$ cat src/rtl/pipe_hazard_ctrl.sv
// Pipeline hazard controller: load-use stall FSM, exception flush sequencing,
// operand forwarding selects and a saturating stall-cycle counter.
module pipe_hazard_ctrl #(
    parameter int REG_AW    = 4,
    parameter int LOAD_LAT  = 1,
    parameter int FLUSH_CYC = 2,
    parameter int CNT_W     = 16
) (
    input  logic              clk,
    input  logic              rst,
    input  logic [REG_AW-1:0] id_rs1,
    input  logic [REG_AW-1:0] id_rs2,
    input  logic              id_rs1_used,
    input  logic              id_rs2_used,
    input  logic [REG_AW-1:0] idex_rd,
    input  logic              idex_wr,
    input  logic              idex_mem_rd,
    input  logic [REG_AW-1:0] exmem_rd,
    input  logic              exmem_wr,
    input  logic              exc_req,
    output logic              pc_halt,
    output logic              buffer_halt,
    output logic              ctrl_bubble,
    output logic              flush,
    output logic              exc_ack,
    output logic              exc_busy,
    output logic [1:0]        fwd_a,
    output logic [1:0]        fwd_b,
    output logic [CNT_W-1:0]  stall_cycles
);

    typedef enum logic [1:0] {
        RUN   = 2'd0,
        STALL = 2'd1,
        FLUSH = 2'd2
    } stateT;

    stateT      state;
    logic [2:0] cnt;
    logic       hazardRs1;
    logic       hazardRs2;
    logic       loadUse;
    logic       haltReq;

    // A load in EX whose destination is read in ID cannot be forwarded in time.
    always_comb begin
        hazardRs1 = id_rs1_used && idex_wr && idex_mem_rd
                    && (id_rs1 == idex_rd) && (idex_rd != '0);
        hazardRs2 = id_rs2_used && idex_wr && idex_mem_rd
                    && (id_rs2 == idex_rd) && (idex_rd != '0);
        loadUse   = hazardRs1 || hazardRs2;
    end

    // Exceptions win over stalls and drop the halts so the PC can be redirected.
    always_comb begin
        haltReq  = 1'b0;
        exc_ack  = 1'b0;
        flush    = 1'b0;
        exc_busy = 1'b0;
        case (state)
            RUN: begin
                if (exc_req)      exc_ack = 1'b1;
                else if (loadUse) haltReq = 1'b1;
            end
            STALL: begin
                if (exc_req) exc_ack = 1'b1;
                else         haltReq = 1'b1;
            end
            FLUSH: begin
                flush    = 1'b1;
                exc_busy = 1'b1;
            end
            default: begin
                haltReq = 1'b0;
            end
        endcase
        pc_halt     = haltReq;
        buffer_halt = haltReq;
        ctrl_bubble = haltReq;
    end

    always_ff @(posedge clk or posedge rst) begin
        if (rst) begin
            state <= RUN;
            cnt   <= 3'd0;
        end else begin
            case (state)
                RUN: begin
                    if (exc_req) begin
                        state <= FLUSH;
                        cnt   <= 3'(FLUSH_CYC);
                    end else if (loadUse && (LOAD_LAT > 1)) begin
                        state <= STALL;
                        cnt   <= 3'(LOAD_LAT - 1);
                    end
                end
                STALL: begin
                    if (exc_req) begin
                        state <= FLUSH;
                        cnt   <= 3'(FLUSH_CYC);
                    end else if (cnt == 3'd1) begin
                        state <= RUN;
                        cnt   <= 3'd0;
                    end else begin
                        cnt <= cnt - 3'd1;
                    end
                end
                FLUSH: begin
                    if (cnt == 3'd1) begin
                        state <= RUN;
                        cnt   <= 3'd0;
                    end else begin
                        cnt <= cnt - 3'd1;
                    end
                end
                default: begin
                    state <= RUN;
                    cnt   <= 3'd0;
                end
            endcase
        end
    end

    // EX/MEM result is younger than MEM/WB, so it takes priority.
    always_comb begin
        fwd_a = 2'b00;
        fwd_b = 2'b00;
        if (id_rs1_used && idex_wr && !idex_mem_rd && (idex_rd == id_rs1) && (idex_rd != '0))
            fwd_a = 2'b10;
        else if (id_rs1_used && exmem_wr && (exmem_rd == id_rs1) && (exmem_rd != '0))
            fwd_a = 2'b01;
        if (id_rs2_used && idex_wr && !idex_mem_rd && (idex_rd == id_rs2) && (idex_rd != '0))
            fwd_b = 2'b10;
        else if (id_rs2_used && exmem_wr && (exmem_rd == id_rs2) && (exmem_rd != '0))
            fwd_b = 2'b01;
    end

    always_ff @(posedge clk or posedge rst) begin
        if (rst)
            stall_cycles <= '0;
        else if (pc_halt && (stall_cycles != '1))
            stall_cycles <= stall_cycles + CNT_W'(1);
    end

endmodule

$ cat config.mk
export PLATFORM = sky130hd
export DESIGN_NAME = pipe_hazard_ctrl
export DESIGN_NICKNAME = d
export VERILOG_FILES = /design/src/rtl/pipe_hazard_ctrl.sv
export SDC_FILE = /design/constraint.sdc
export NUM_CORES = 1
export LEC_CHECK = 0
export BUFFER_PORTS_ARGS = -buffer_cell sky130_fd_sc_hd__buf_4
export CAP_MARGIN = 20
export CORE_MARGIN = 2
export CORE_UTILIZATION = 28
export CTS_CLUSTER_DIAMETER = 200
export DETAILED_ROUTE_END_ITERATION = 7
export PLACE_DENSITY = 0.6
export SYNTH_ARGS = -nofsm -noshare
export SYNTH_HDL_FRONTEND = slang
export SYNTH_SLANG_ARGS = --single-unit
$ cat constraint.sdc
create_clock -name clk -period 3.04 [get_ports clk]
set_input_delay 0.608 -clock clk [delete_from_list [all_inputs] [get_ports clk]]
set_output_delay 0.608 -clock clk [all_outputs]
set_load 0.01 [all_outputs]
# Word level (Yosys, flattened, before mapping)
# Cells that the tools add are included.
# totals
out_inout_bits	26
mem_bits_rw	0
rom_bits	0
wordCells	62
memories	0
regBits	21
latchBits	0
inputBits	24
# classes
bitwise_logic	0
addsub	2
eq_ne	11
n_reduce_logical	27
order_cmp	0
muxes	19
mul	0
div	0
n_shift	0
# op_table
op	count
$eq A4 B4 Y1	6
$logic_and A1 B1 Y1	21
$add A16 B1 Y16 const B	1
$ne A16 B16 Y1 const B	1
$mux W2	5
$mux W3	3
$pmux W3 S3	1
$mux W1	8
$reduce_bool A4 Y1	2
$pmux W2 S3	1
$eq A3 B1 Y1 const B	1
$sub A3 B1 Y3 const B	1
$eq A2 B1 Y1 const B	1
$eq A2 B2 Y1 const B	1
$logic_not A2 Y1	1
$ne A2 B2 Y1 const B	1
$pmux W1 S2	1
$reduce_or A2 Y1	1
$logic_not A1 Y1	1
$logic_or A1 B1 Y1	1

# Depth between registers and ports, before layout
# depth
ltp_word	9
ltp_mapped	8
mapped_depth_nobuf	6

# Least setup slack after synthesis
# No wires, ideal clock.
# synth_timing
path_type	input -> output
startpoint	in idex_rd[0]
endpoint	out ctrl_bubble
setup_slack_ps	584
arrival_ps	1848
t_required_ps	2432
cell_stages	5
path_buffers	1
cell_sequence	nor4_1 nor4b_2 a41oi_1 nand2_1 buf_4
# synth_between
elab_chain_cells	7
word_cells_on_any_way	11
cone_classes	eq/ne (2); mux (3); reduce/logical (6)
# synth_rtl
item	line	rtl
start, declared	15	input logic [REG_AW-1:0] idex_rd,
$eq A4 B4 Y1, on equally long branches	48, 50	
$logic_and A1 B1 Y1, on equally long branches (2 in a row)	48, 50	
$logic_or A1 B1 Y1 *	51	loadUse = hazardRs1 || hazardRs2;
$mux W1 *	63	else if (loadUse) haltReq = 1'b1;
$mux W1 *	62	if (exc_req) exc_ack = 1'b1;
$pmux W1 S2 *	60	case (state)
end, declared	23	output logic ctrl_bubble,
# Mark *: on every way between the ends. The rest lies on a longest branch, timed or not.

# Final worst setup path
# Ends and elaborated chain as after synthesis.

==> metrics.md <==
| Metric | Value |
|---|---|
| Worst R2R Start | `state[1]` |
| Port Buf Inserts | `49` |
| Yosys cell types | `38` |
| Final Skew | `7.00 ps` |
| First-pass GRT wire length | `5490 µm` |
| Most frequent CP cell | `buf_4` |
| Syn Inst Count | `141` |
| Area fraction of the dominant cell type after synthesis | `0.385` |
| TritonCTS Buffers | `3` |
| Final Hold Vio Count | `0` |
| Largest stage delay on the critical path | `540 ps` |
| Initial antenna violation count | `0` |
| Total wire length | `3200 µm` |
| Final core utilization | `0.386` |
| Async S/R FF share, synth | `1.00` |
| Worst-path maximum fanout | `4` |
| Seq/Total Area, Yosys | `0.385` |
| Post-synth top area cell | `dfrtp_1` |
| Flop pwr share | `0.442` |
| Clock slew at reported path FFs | `80 ps` |
| Slowest-stage cell, CP | `nor4_1` |
| Setup Fix Bufs, Post-CTS | `0` |
| HPWL Detailed | `2550 µm` |
| Period utilization | `0.874` |
| Top cells by area, synth | `dfrtp_1 39%, xnor2_1 10%, xor2_1 4.5%` |
| EDFF count, synth | `0` |
| Pwr Density | `431 nW/µm²` |
| Area growth from synthesis to layout | `33.8%` |
| Setup crit end kind | `output port` |
| Remaining global-route overflow | `0` |
| Status | `finished, final reports clean` |
| Switching Share | `0.319` |
| Drt first pass iters | `4` |
| Clock power frac | `0.230` |
| # IOs | `50` |
| Least-Margin Pin Slew | `805 ps` |
| Reg2Reg Depth | `5` |
| Crit-path cells | `buf_4 -> nor4_1 -> nor4b_2 -> a41oi_1 -> nand2_1 -> buf_4` |
| Setup TNS | `0 ps` |
| Sw power | `0.251 mW` |
| Avg Cell Area, Syn | `9.67 µm²` |
| Worst slew margin | `0.463` |
| Vias in the first global route | `1148` |
| Top FF cell, synth | `dfrtp_1` |
| FF-to-FF setup slack | `870 ps` |
| Post-synth net total | `168` |
| # clock sinks | `21` |
| Initial Util | `0.289` |
| Routed Antenna Nets | `0` |
| Cell Count, Final, Fillers Out | `256` |
| Layout Nets | `217` |
| Number of synthesis warnings | `0` |
| WL per Instance | `12.5 µm` |
| Antenna diode count | `0` |
| P_leak | `0.882 nW` |
| Die area | `5440 µm²` |
| Synthesized cell area | `1360 µm²` |
| Layout fillers | `470` |
| Commonest cells after routing, fill and taps aside | `51 x buf_4, 21 x dfrtp_1, 16 x xnor2_1` |
| Cell Int Power | `0.536 mW` |
| CTS tree | `yes` |
| H-tree levels | `1` |
| Reg2reg end | `stall_cycles[1]` |
| FMAX | `376 MHz` |
| Crit path launch type | `input port` |
| Slew Limit Fails | `0` |
| Cts repair resizes | `0` |
| Cts hold-fix bufs | `0` |
| WP data required | `2430 ps` |
| Cell area after layout | `1820 µm²` |
| Logic pwr share | `0.328` |
| Gp weighted congestion | `0.817` |
| Initial DRC Count | `51` |
| Largest net degree at the start of global routing | `22` |
| RSZ-0062 raised after global routing | `false` |
| Residual DRC count | `0` |
| Number of vias per cell | `4.62` |
| Peak supply drop | `0.261 mV` |
| Clock insertion delay at the later pin of the skew report | `260 ps` |
| Worst min-delay path class | `input port to asynchronous set/reset pin` |
| Vert. Die Dim | `73.8 µm` |
| Row count | `25` |
| GRT Total Usage | `0.129` |
| Die X | `73.8 µm` |
| Minimum clock period | `2660 ps` |
| Layout cell share with drive strength beyond 1 | `0.312` |
| Most common cell after layout, fill and taps aside | `buf_4` |
| Arrival @ worst endpoint | `2050 ps` |
| Via Count | `1182` |
| Max cap viols | `0` |
| Synth Register Bits | `21` |
| Clock tree root buffer cell | `clkbuf_8` |
| Clock buffer depth | `2` |
| Core Area | `4720 µm²` |
| Inst Count DP | `252` |
| Final setup violation count | `0` |
| CP Class | `input port to output port` |
| Placed Area | `1780 µm²` |
synth_stat cells, types with 2 or more instances:
cell / instances
dfrtp_1: 21
xnor2_1: 16
inv_1: 11
nand4_1: 8
nand3_1: 7
nor2b_1: 7
xor2_1: 7
nand2_1: 6
a21oi_1: 5
nor2_1: 5
and3_1: 4
and2_1: 3
and4_1: 3
buf_4: 3
ha_1: 3
nor4_1: 3
a222oi_1: 2
a41oi_1: 2
buf_6: 2
clkbuf_1: 2
nand2b_1: 2
nor3_1: 2
o22ai_1: 2
power by group through the flow:
stage | combinational, mW | clock [mW] | sequential [mW]
2_1_floorplan | 0.195 | 0 | 0.339
3_3_place_gp | 0.256 | 0 | 0.352
3_5_place_dp | 0.261 | 0 | 0.352
4_1_cts | 0.262 | 0.188 | 0.348
5_1_grt | 0.293 | 0.203 | 0.354
6_report | 0.258 | 0.180 | 0.348
flip-flops by register name, indices dropped and copies added, names as in the netlist:
register and count:
stall_cycles 16, cnt 3, state 2
cells by family (layout without fill, tap and decap cells):
kind of cell | after synthesis | in the layout | synth area share
AO/OA/AOI/OAI | 20 | 20 | 0.122
AND/OR/NAND/NOR | 54 | 54 | 0.233
buffers and inverters | 18 | 66 | 0.0688
adder cells (fa/ha/maj) | 3 | 3 | 0.0275
flip-flops | 21 | 21 | 0.385
XOR/XNOR | 23 | 23 | 0.148
multiplexers | 2 | 2 | 0.0156
routing by layer:
metal	global-route usage	part of all wire
met1	0.171	0.45
met3	0.0343	0.048
met2	0.215	0.50
met5	0	0
met4	0.0202	0.0041
per-stage QoR:
| step | hold slack [ps] | setup WS, ps | power, mW |
|---|---|---|---|
| 3_5_place_dp | 489 | 338 | 0.613 |
| 5_1_grt | 520 | 229 | 0.850 |
| 4_1_cts | 504 | 344 | 0.798 |
| 3_3_place_gp | 482 | 410 | 0.609 |
| 2_1_floorplan | 519 | 584 | 0.534 |
| 6_report | 497 | 383 | 0.786 |
worst max path at each step:
| stage | startpoint | end | slack [ps] | depth (start not counted) |
|---|---|---|---|---|
| CTS | idex_rd[0] | ctrl_bubble | 340 | 6 |
| finish | idex_rd[0] | ctrl_bubble | 380 | 6 |
| detailed placement | idex_rd[0] | ctrl_bubble | 340 | 6 |
| global placement | idex_rd[0] | buffer_halt | 410 | 6 |
| global route | idex_rd[0] | buffer_halt | 230 | 6 |
| floorplan | idex_rd[0] | ctrl_bubble | 580 | 5 |
layout make-up:
| class | count | area, µm² | share of cell area |
|---|---|---|---|
| flip-flops and latches | 21 | 526 | 0.288 |
| inverters | 11 | 41.3 | 0.0226 |
| multi-input cells | 102 | 744 | 0.408 |
| well taps | 67 | 83.8 | 0.0460 |
| clock buffers | 3 | 41.3 | 0.0226 |
| repair buffers | 51 | 383 | 0.210 |
| clock inverters | 1 | 5.00 | 0.00274 |
critical path: cells and delay by family:
| kind | cells | cell delay (ps) |
|---|---|---|
| simple gates | 3 | 870 |
| buf+inv | 2 | 310 |
| compound gates | 1 | 260 |
Power figures use the tool's default switching activity.
